===== src/rtl/fir_fold_sequencer.sv =====
// rtl/fir_fold_sequencer.sv - folded 9-tap FIR: one shared signed MAC sequenced across all taps
module fir_fold_sequencer #(
    parameter int NTAPS = 9,
    parameter int DW    = 17,
    parameter int CW    = 17,
    parameter int AW    = 40
) (
    input  logic          clock95,
    input  logic          reset95,
    input  logic          in_valid,
    output logic          in_ready,
    input  logic [DW-1:0] in_sample,
    output logic          out_valid,
    input  logic          out_ready,
    output logic [AW-1:0] out_sample,
    input  logic          coef_we,
    input  logic [3:0]    coef_addr,
    input  logic [CW-1:0] coef_data,
    output logic          coef_err,
    output logic          busy
);

    localparam int KW = (NTAPS > 1) ? $clog2(NTAPS) : 1;
    localparam int PW = DW + CW;
    localparam logic [KW-1:0] LAST_K = KW'(NTAPS - 1);

    typedef enum logic [1:0] {IDLE, MAC, HOLD} state_t;

    state_t               state;
    state_t               state_nxt;
    logic signed [DW-1:0] x    [NTAPS];
    logic signed [CW-1:0] coef [NTAPS];
    logic signed [AW-1:0] acc;
    logic signed [AW-1:0] acc_sum;
    logic signed [PW-1:0] prod;
    logic [KW-1:0]        k;
    logic                 accept;
    logic                 coef_ok;

    function automatic logic signed [CW-1:0] default_coef(input int i);
        logic signed [CW-1:0] c;
        case (i)
            0, 8:    c = CW'(-409);
            1, 7:    c = CW'(769);
            2, 6:    c = CW'(8928);
            3, 5:    c = CW'(24338);
            4:       c = CW'(32768);
            default: c = '0;
        endcase
        return c;
    endfunction

    assign in_ready = (state == IDLE) && !reset95;
    assign busy     = (state == MAC);
    // Coefficients are frozen while the MAC walks the taps.
    assign coef_ok  = (state != MAC) && (int'(coef_addr) < NTAPS);

    assign prod    = x[k] * coef[k];
    assign acc_sum = acc + {{(AW-PW){prod[PW-1]}}, prod};

    always_comb begin
        state_nxt = state;
        accept    = 1'b0;
        case (state)
            IDLE: begin
                if (in_valid && in_ready) begin
                    accept    = 1'b1;
                    state_nxt = MAC;
                end
            end
            MAC: begin
                if (k == LAST_K) begin
                    state_nxt = HOLD;
                end
            end
            HOLD: begin
                if (out_ready) begin
                    state_nxt = IDLE;
                end
            end
            default: state_nxt = IDLE;
        endcase
    end

    always_ff @(posedge clock95) begin
        if (reset95) begin
            state <= IDLE;
        end else begin
            state <= state_nxt;
        end
    end

    always_ff @(posedge clock95) begin
        if (reset95) begin
            for (int i = 0; i < NTAPS; i++) begin
                x[i]    <= '0;
                coef[i] <= default_coef(i);
            end
            acc        <= '0;
            k          <= '0;
            out_valid  <= 1'b0;
            out_sample <= '0;
            coef_err   <= 1'b0;
        end else begin
            coef_err <= 1'b0;
            if (coef_we) begin
                if (coef_ok) begin
                    coef[coef_addr] <= coef_data;
                end else begin
                    coef_err <= 1'b1;
                end
            end

            case (state)
                IDLE: begin
                    if (accept) begin
                        for (int j = NTAPS - 1; j > 0; j--) begin
                            x[j] <= x[j-1];
                        end
                        x[0] <= in_sample;
                        acc  <= '0;
                        k    <= '0;
                    end
                end
                MAC: begin
                    acc <= acc_sum;
                    if (k == LAST_K) begin
                        k          <= '0;
                        out_sample <= acc_sum;
                        out_valid  <= 1'b1;
                    end else begin
                        k <= k + KW'(1);
                    end
                end
                HOLD: begin
                    if (out_ready) begin
                        out_valid <= 1'b0;
                    end
                end
                default: ;
            endcase
        end
    end

endmodule

===== config.mk =====
export PLATFORM = sky130hd
export DESIGN_NAME = fir_fold_sequencer
export DESIGN_NICKNAME = d
export VERILOG_FILES = /design/src/rtl/fir_fold_sequencer.sv
export SDC_FILE = /design/constraint.sdc
export NUM_CORES = 2
export LEC_CHECK = 0
export CAP_MARGIN = 20
export CORE_AREA = 3 3 280 255
export DETAILED_ROUTE_END_ITERATION = 6
export DIE_AREA = 0 0 283 258
export GPL_ROUTABILITY_DRIVEN = 0
export PLACE_DENSITY_LB_ADDON = 0.1
export SYNTH_ARGS = -nofsm -noshare
export SYNTH_HDL_FRONTEND = slang
export SYNTH_SLANG_ARGS = --single-unit

===== constraint.sdc =====
create_clock -name clock95 -period 11.6 [get_ports clock95]
set_input_delay 1.16 -clock clock95 [delete_from_list [all_inputs] [get_ports clock95]]
set_output_delay 1.16 -clock clock95 [all_outputs]
set_load 0.01 [all_outputs]

# [Word level (Yosys, flattened, before mapping)]
# Memories as Yosys holds them, arrays and structs flattened. A register that Yosys moved wholly into a read port is not among the register bits.
# Cells that the tools add are included.
# Widths: inputs -> output; s select.
[totals] ramBits=306 reg_bits=88 n_memories=2
[op_classes] reduce_logical=13 magnitude_cmp=1 mux=46 multipliers=1 add_sub_neg=2 n_eq_ne=8 bitwise=10
[memory_table] memory="coef" words=9 width=17 read_ports=1 rd_clocked_by_memory_dff=1 write_ports=9 line="32" rtl="logic signed [CW-1:0] coef [NTAPS];"
[memory_table] memory="x" words=9 width=17 read_ports=9 rd_clocked_by_memory_dff=1 write_ports=9 line="31" rtl="logic signed [DW-1:0] x [NTAPS];"
[ops] cell="$mux 17" count=15
[ops] cell="$pmux 40 s2" count=1
[ops] cell="$add 40x40->40" count=1
[ops] cell="$mux 40" count=1
[ops] cell="$mul 17x17->34" count=1
[ops] cell="$mux 4" count=7
[ops] cell="$reduce_or 17->1" count=1
[ops] cell="$mux 1" count=16
[ops] cell="$or 1x1->1" count=9
[ops] cell="$pmux 4 s2" count=1
[ops] cell="$mux 2" count=3
[ops] cell="$ne 2x1->1 const B" count=3
[ops] cell="$pmux 2 s3" count=1
[ops] cell="$reduce_and 3->1" count=2
[ops] cell="$add 4x1->4 const B" count=1
[ops] cell="$eq 4x4->1 const B" count=1
[ops] cell="$lt 4x4->1 const B" count=1
[ops] cell="$ne 2x2->1 const B" count=2
[ops] cell="$reduce_and 2->1" count=2
[ops] cell="$reduce_bool 2->1" count=2
[ops] cell="$logic_and 1x1->1" count=3
[ops] cell="$eq 2x1->1 const B" count=1
[ops] cell="$eq 2x2->1 const B" count=1
[ops] cell="$logic_not 2->1" count=1
[ops] cell="other kinds (4)" count=4

# [Logic depth before layout (Yosys ltp)]
[logic_depth] ltp_word=10 ltp_mapped=45 depth_no_buf=41

# [Worst setup path after synthesis]
# OpenSTA, ideal clock, no wires.
[synth_path] path_kind="register to register" from="reg (tool-made name)" to="reg out_sample[38]" t_required_ns=11.530 t_arrival_ns=9.328 path_stages_with_launch=41 setup_ns=0.070 setup_slack_ns=2.201 cell_sequence="dfxtp_1 clkbuf_1 buf_2 buf_2 buf_4 mux4_2 mux2i_1 o21a_1 buf_2 nor2_1 fa_1 inv_1 fa_1 fa_1 fa_1 inv_1 fa_1 inv_1 [... 5 more ...] o21ai_2 and2_1 o21a_1 o21a_1 o21a_1 o21a_1 mux2i_1 nand2_1 ha_1 nand4_1 or4_1 o21ba_4 a21oi_4 o21ai_2 o21ai_2 xor2_1 nand2_1 a21oi_1"
[synth_rtl] element="to (signal assigned)" line="129" rtl="out_sample <= acc_sum;"
[synth_rtl] element="to (decl)" line="15" rtl="output logic [AW-1:0] out_sample,"

==> results.rst <==
.. list-table::
   :header-rows: 1

   * - Metric
     - Value
   * - Required arrival time at the worst endpoint
     - 12.18 ns
   * - Arrival @ worst endpoint
     - 10.87 ns
   * - Starting utilization of the core area
     - 49.93%
   * - Fraction of layout instances using a drive strength above 1
     - 11.29%
   * - Total Nets Final
     - 3514
   * - Count of H-tree levels built during CTS
     - 2
   * - Count of port buffers added during placement
     - 86
   * - Dominant register cell in the synthesized netlist
     - sky130_fd_sc_hd__edfxtp_1
   * - Yosys warns
     - 0
   * - Maximum root-to-sink buffer count
     - 3
   * - Flops & latches, synth
     - 517
   * - Origin of the worst min-delay path
     - out_sample[15]
   * - Critical Setup Path Class
     - reg2reg
   * - Ant diodes
     - 0
   * - Final antenna-violating net count
     - 0
   * - Number of vias per cell after detailed routing
     - 5.481
   * - Most common cell type on the critical path
     - sky130_fd_sc_hd__fa_1
   * - Die Outline Area
     - 73010 um2
   * - Global route total overflow
     - 0
   * - Register clock-pin slew on the reported worst setup and hold paths
     - 0.06 ns
   * - Area fraction in compound gates after synthesis
     - 5.489%
   * - Number of global-route vias before repair
     - 23373
   * - Commonest non-fill, non-tap cells in the layout
     - sky130_fd_sc_hd__edfxtp_1, sky130_fd_sc_hd__inv_1, sky130_fd_sc_hd__fa_1, sky130_fd_sc_hd__nand2_1, sky130_fd_sc_hd__nor2_1
   * - Area occupied by registers
     - 14610 um2
   * - Root Driver
     - sky130_fd_sc_hd__clkbuf_16
   * - Count of different cell masters after synthesis
     - 68
   * - Crit-path slowest cell
     - sky130_fd_sc_hd__dfxtp_4
   * - Max Cap Viol
     - 0
   * - Hold buffers post-CTS
     - 0
   * - Post-synthesis sequential area ratio
     - 42.74%
   * - Count of final hold-check violations
     - 0
   * - Clock network latency to the later pin of the worst-skew pair
     - 0.64 ns
   * - Top-level port count
     - 87
   * - Worst min-delay path category
     - reg2reg
   * - Result of the run
     - completed
   * - Largest family of logic cells by synthesized area
     - adder cells
   * - EDFF count, synth
     - 425
   * - Worst reg-to-reg path cell count
     - 37
   * - Average instance area after synthesis
     - 11.84 um2
   * - Terminus of the critical flop-to-flop path
     - acc[38]
   * - Headroom to the max-slew limit
     - 29.12%
   * - DRC violation total after the first TritonRoute iteration
     - 1405
   * - Number of antenna violations at the first check in global routing
     - 2
   * - Clock tree sinks
     - 517
   * - Highest cell delay on the worst timing path
     - 0.76 ns
   * - Min Tclk post-route
     - 10.29 ns
   * - Cell count of the worst hold path
     - 2
   * - Most common cell after layout, fill and taps aside
     - sky130_fd_sc_hd__edfxtp_1
   * - Maximum number of pins on one net before global-route repair
     - 98
   * - Kind of capture point of the worst setup path
     - flop
   * - Synth-to-layout area growth
     - 12.03%
   * - Clock skew
     - 0.06781 ns
   * - Die W
     - 283 um
   * - Row count
     - 91
   * - # fillers
     - 5838
   * - Synth Area in Adders
     - 22.09%
   * - Die H
     - 258 um
   * - Wire length of the first global-routing pass
     - 130.2 mm
   * - Number of remaining DRC errors
     - 0
   * - Worst-case register-to-register setup slack
     - 1.31 ns
   * - Instance count of the mapped netlist
     - 2886
   * - Unrepaired setup endpoints after global routing
     - no
   * - Setup bufs post-CTS
     - 0
   * - Share of synthesized flip-flops with an asynchronous set or reset
     - 0%
   * - Share of the clock period used by the worst path after layout
     - 88.75%
   * - Detailed-route via count
     - 22038
   * - TritonCTS Buffers
     - 55
   * - Top achievable clock speed
     - 97.14 MHz
   * - Area of the multi-input gates
     - 18160 um2
   * - Total wire length
     - 81.19 mm
   * - Synthesized area
     - 34170 um2
   * - Total Neg Setup Slack
     - 0 ns
   * - Kind of launch point of the worst setup path
     - flop
   * - Average wire per standard cell
     - 20.19 um
   * - Maximum fanout count along the critical path
     - 30
   * - Count of endpoints failing setup in the final report
     - 0
   * - Multiplexer fraction of the synthesized cell area
     - 8.331%
   * - Total cell area at the placement stage
     - 36460 um2
   * - CTS tree
     - built
   * - Post_cts resized
     - 0
   * - Final std cell area, no fill
     - 38280 um2
   * - Number of slew-limit violations in the final report
     - 0
   * - Critical path buffer and inverter count
     - 6
   * - GRT Resource Usage Total
     - 22.52%
   * - Cell type group with the largest total delay on the critical path
     - adder cells
   * - Hold Path End
     - out_sample[15]
   * - Detailed placer's ending HPWL
     - 57.61 mm
   * - Core area
     - 68430 um2
   * - Transition time at the pin with the least slew margin
     - 1.063 ns
   * - Xor and xnor fraction of the mapped netlist area
     - 1.882%
   * - Simple-gate portion of the synthesized area
     - 13.99%
   * - Number of detailed-routing iterations run before antenna repair
     - 5
## through the flow
step / utilization (%) / hold slack (ns) / cells / worst slack (ns)
6_report: 55.94 / 0.4529 / 4021 / 1.305
5_1_grt: 55.94 / 0.4775 / 4021 / 0.6417
4_1_cts: 55.86 / 0.4539 / 4019 / 1.232
3_5_place_dp: 53.28 / 0.4462 / 3917 / 1.277
3_3_place_gp: 53.26 / 0.4426 / 3916 / 1.416
2_1_floorplan: - / 0.4478 / 3004 / 2.201
## worst min-delay path, cell delays in order, from the launching register on
cell	delay (ns)
sky130_fd_sc_hd__dfxtp_1	0.30
sky130_fd_sc_hd__nand2_1	0.05
sky130_fd_sc_hd__a21oi_1	0.05
## registers in the layout (all words and copies together) (netlist names), named ones only
| name | flops |
|---|---|
| out_valid | 1 |
| x | 153 |
| state | 2 |
| out_sample | 40 |
| acc | 40 |
| coef | 272 |
| coef_err | 1 |
| k | 4 |
## cells in the mapped netlist, drive strengths merged (34+ instances only)
cell / instances / area share, %
edfxtp: 425 / 37
inv: 323 / 3.5
fa: 297 / 17
nand2: 234 / 2.6
nor2: 216 / 2.4
and3: 158 / 2.9
a21oi: 141 / 2.2
ha: 128 / 4.7
mux4: 108 / 7.1
clkbuf: 97 / 1.1
dfxtp: 92 / 5.4
and2: 73 / 1.3
nand2b: 62 / 1.1
o21ai: 60 / 0.99
buf: 56 / 0.81
xnor2: 50 / 1.3
nand3: 49 / 0.72
or2: 47 / 0.86
nor2b: 34 / 0.62
## logic make-up after synthesis
| family | after synthesis |
|---|---|
| adder cells (fa/ha/maj) | 425 |
| multiplexers | 148 |
| flip-flops | 517 |
| AND/OR/NAND/NOR | 951 |
| buffers and inverters | 480 |
| AO/OA/AOI/OAI | 293 |
| other | 1 |
| XOR/XNOR | 71 |
## metal layers
layer | up-vias | global-route usage [%] | part of all wire, %
met3 | 139 | 3.372 | 4.5
met1 | 11326 | 29.84 | 43
met2 | 515 | 38.83 | 50
li1 | 10056 | - | -
met4 | 2 | 6.322 | 2.6
met5 | - | 0 | 0.016
## layout make-up
type	instances	share of cell area (%)
Clock buffer	66	3.756
Multi-Input combinational cell	2007	47.45
Sequential cell	517	38.18
Clock inverter	36	0.8564
Timing Repair Buffer	138	3.511
Inverter	327	3.207
Tap cell	930	3.040
## how the worst max path moves through the flow
stage          start        endpoint  cells past startpoint
2_1_floorplan   flop  out_sample[38]                     40
3_3_place_gp    flop         acc[38]                     37
3_5_place_dp    flop         acc[38]                     37
4_1_cts         flop         acc[38]                     37
5_1_grt         flop         acc[38]                     37
6_report        flop         acc[38]                     37
Power is not shown: default switching activity piles up to over one toggle a cycle in this logic, so the estimate is an artifact.
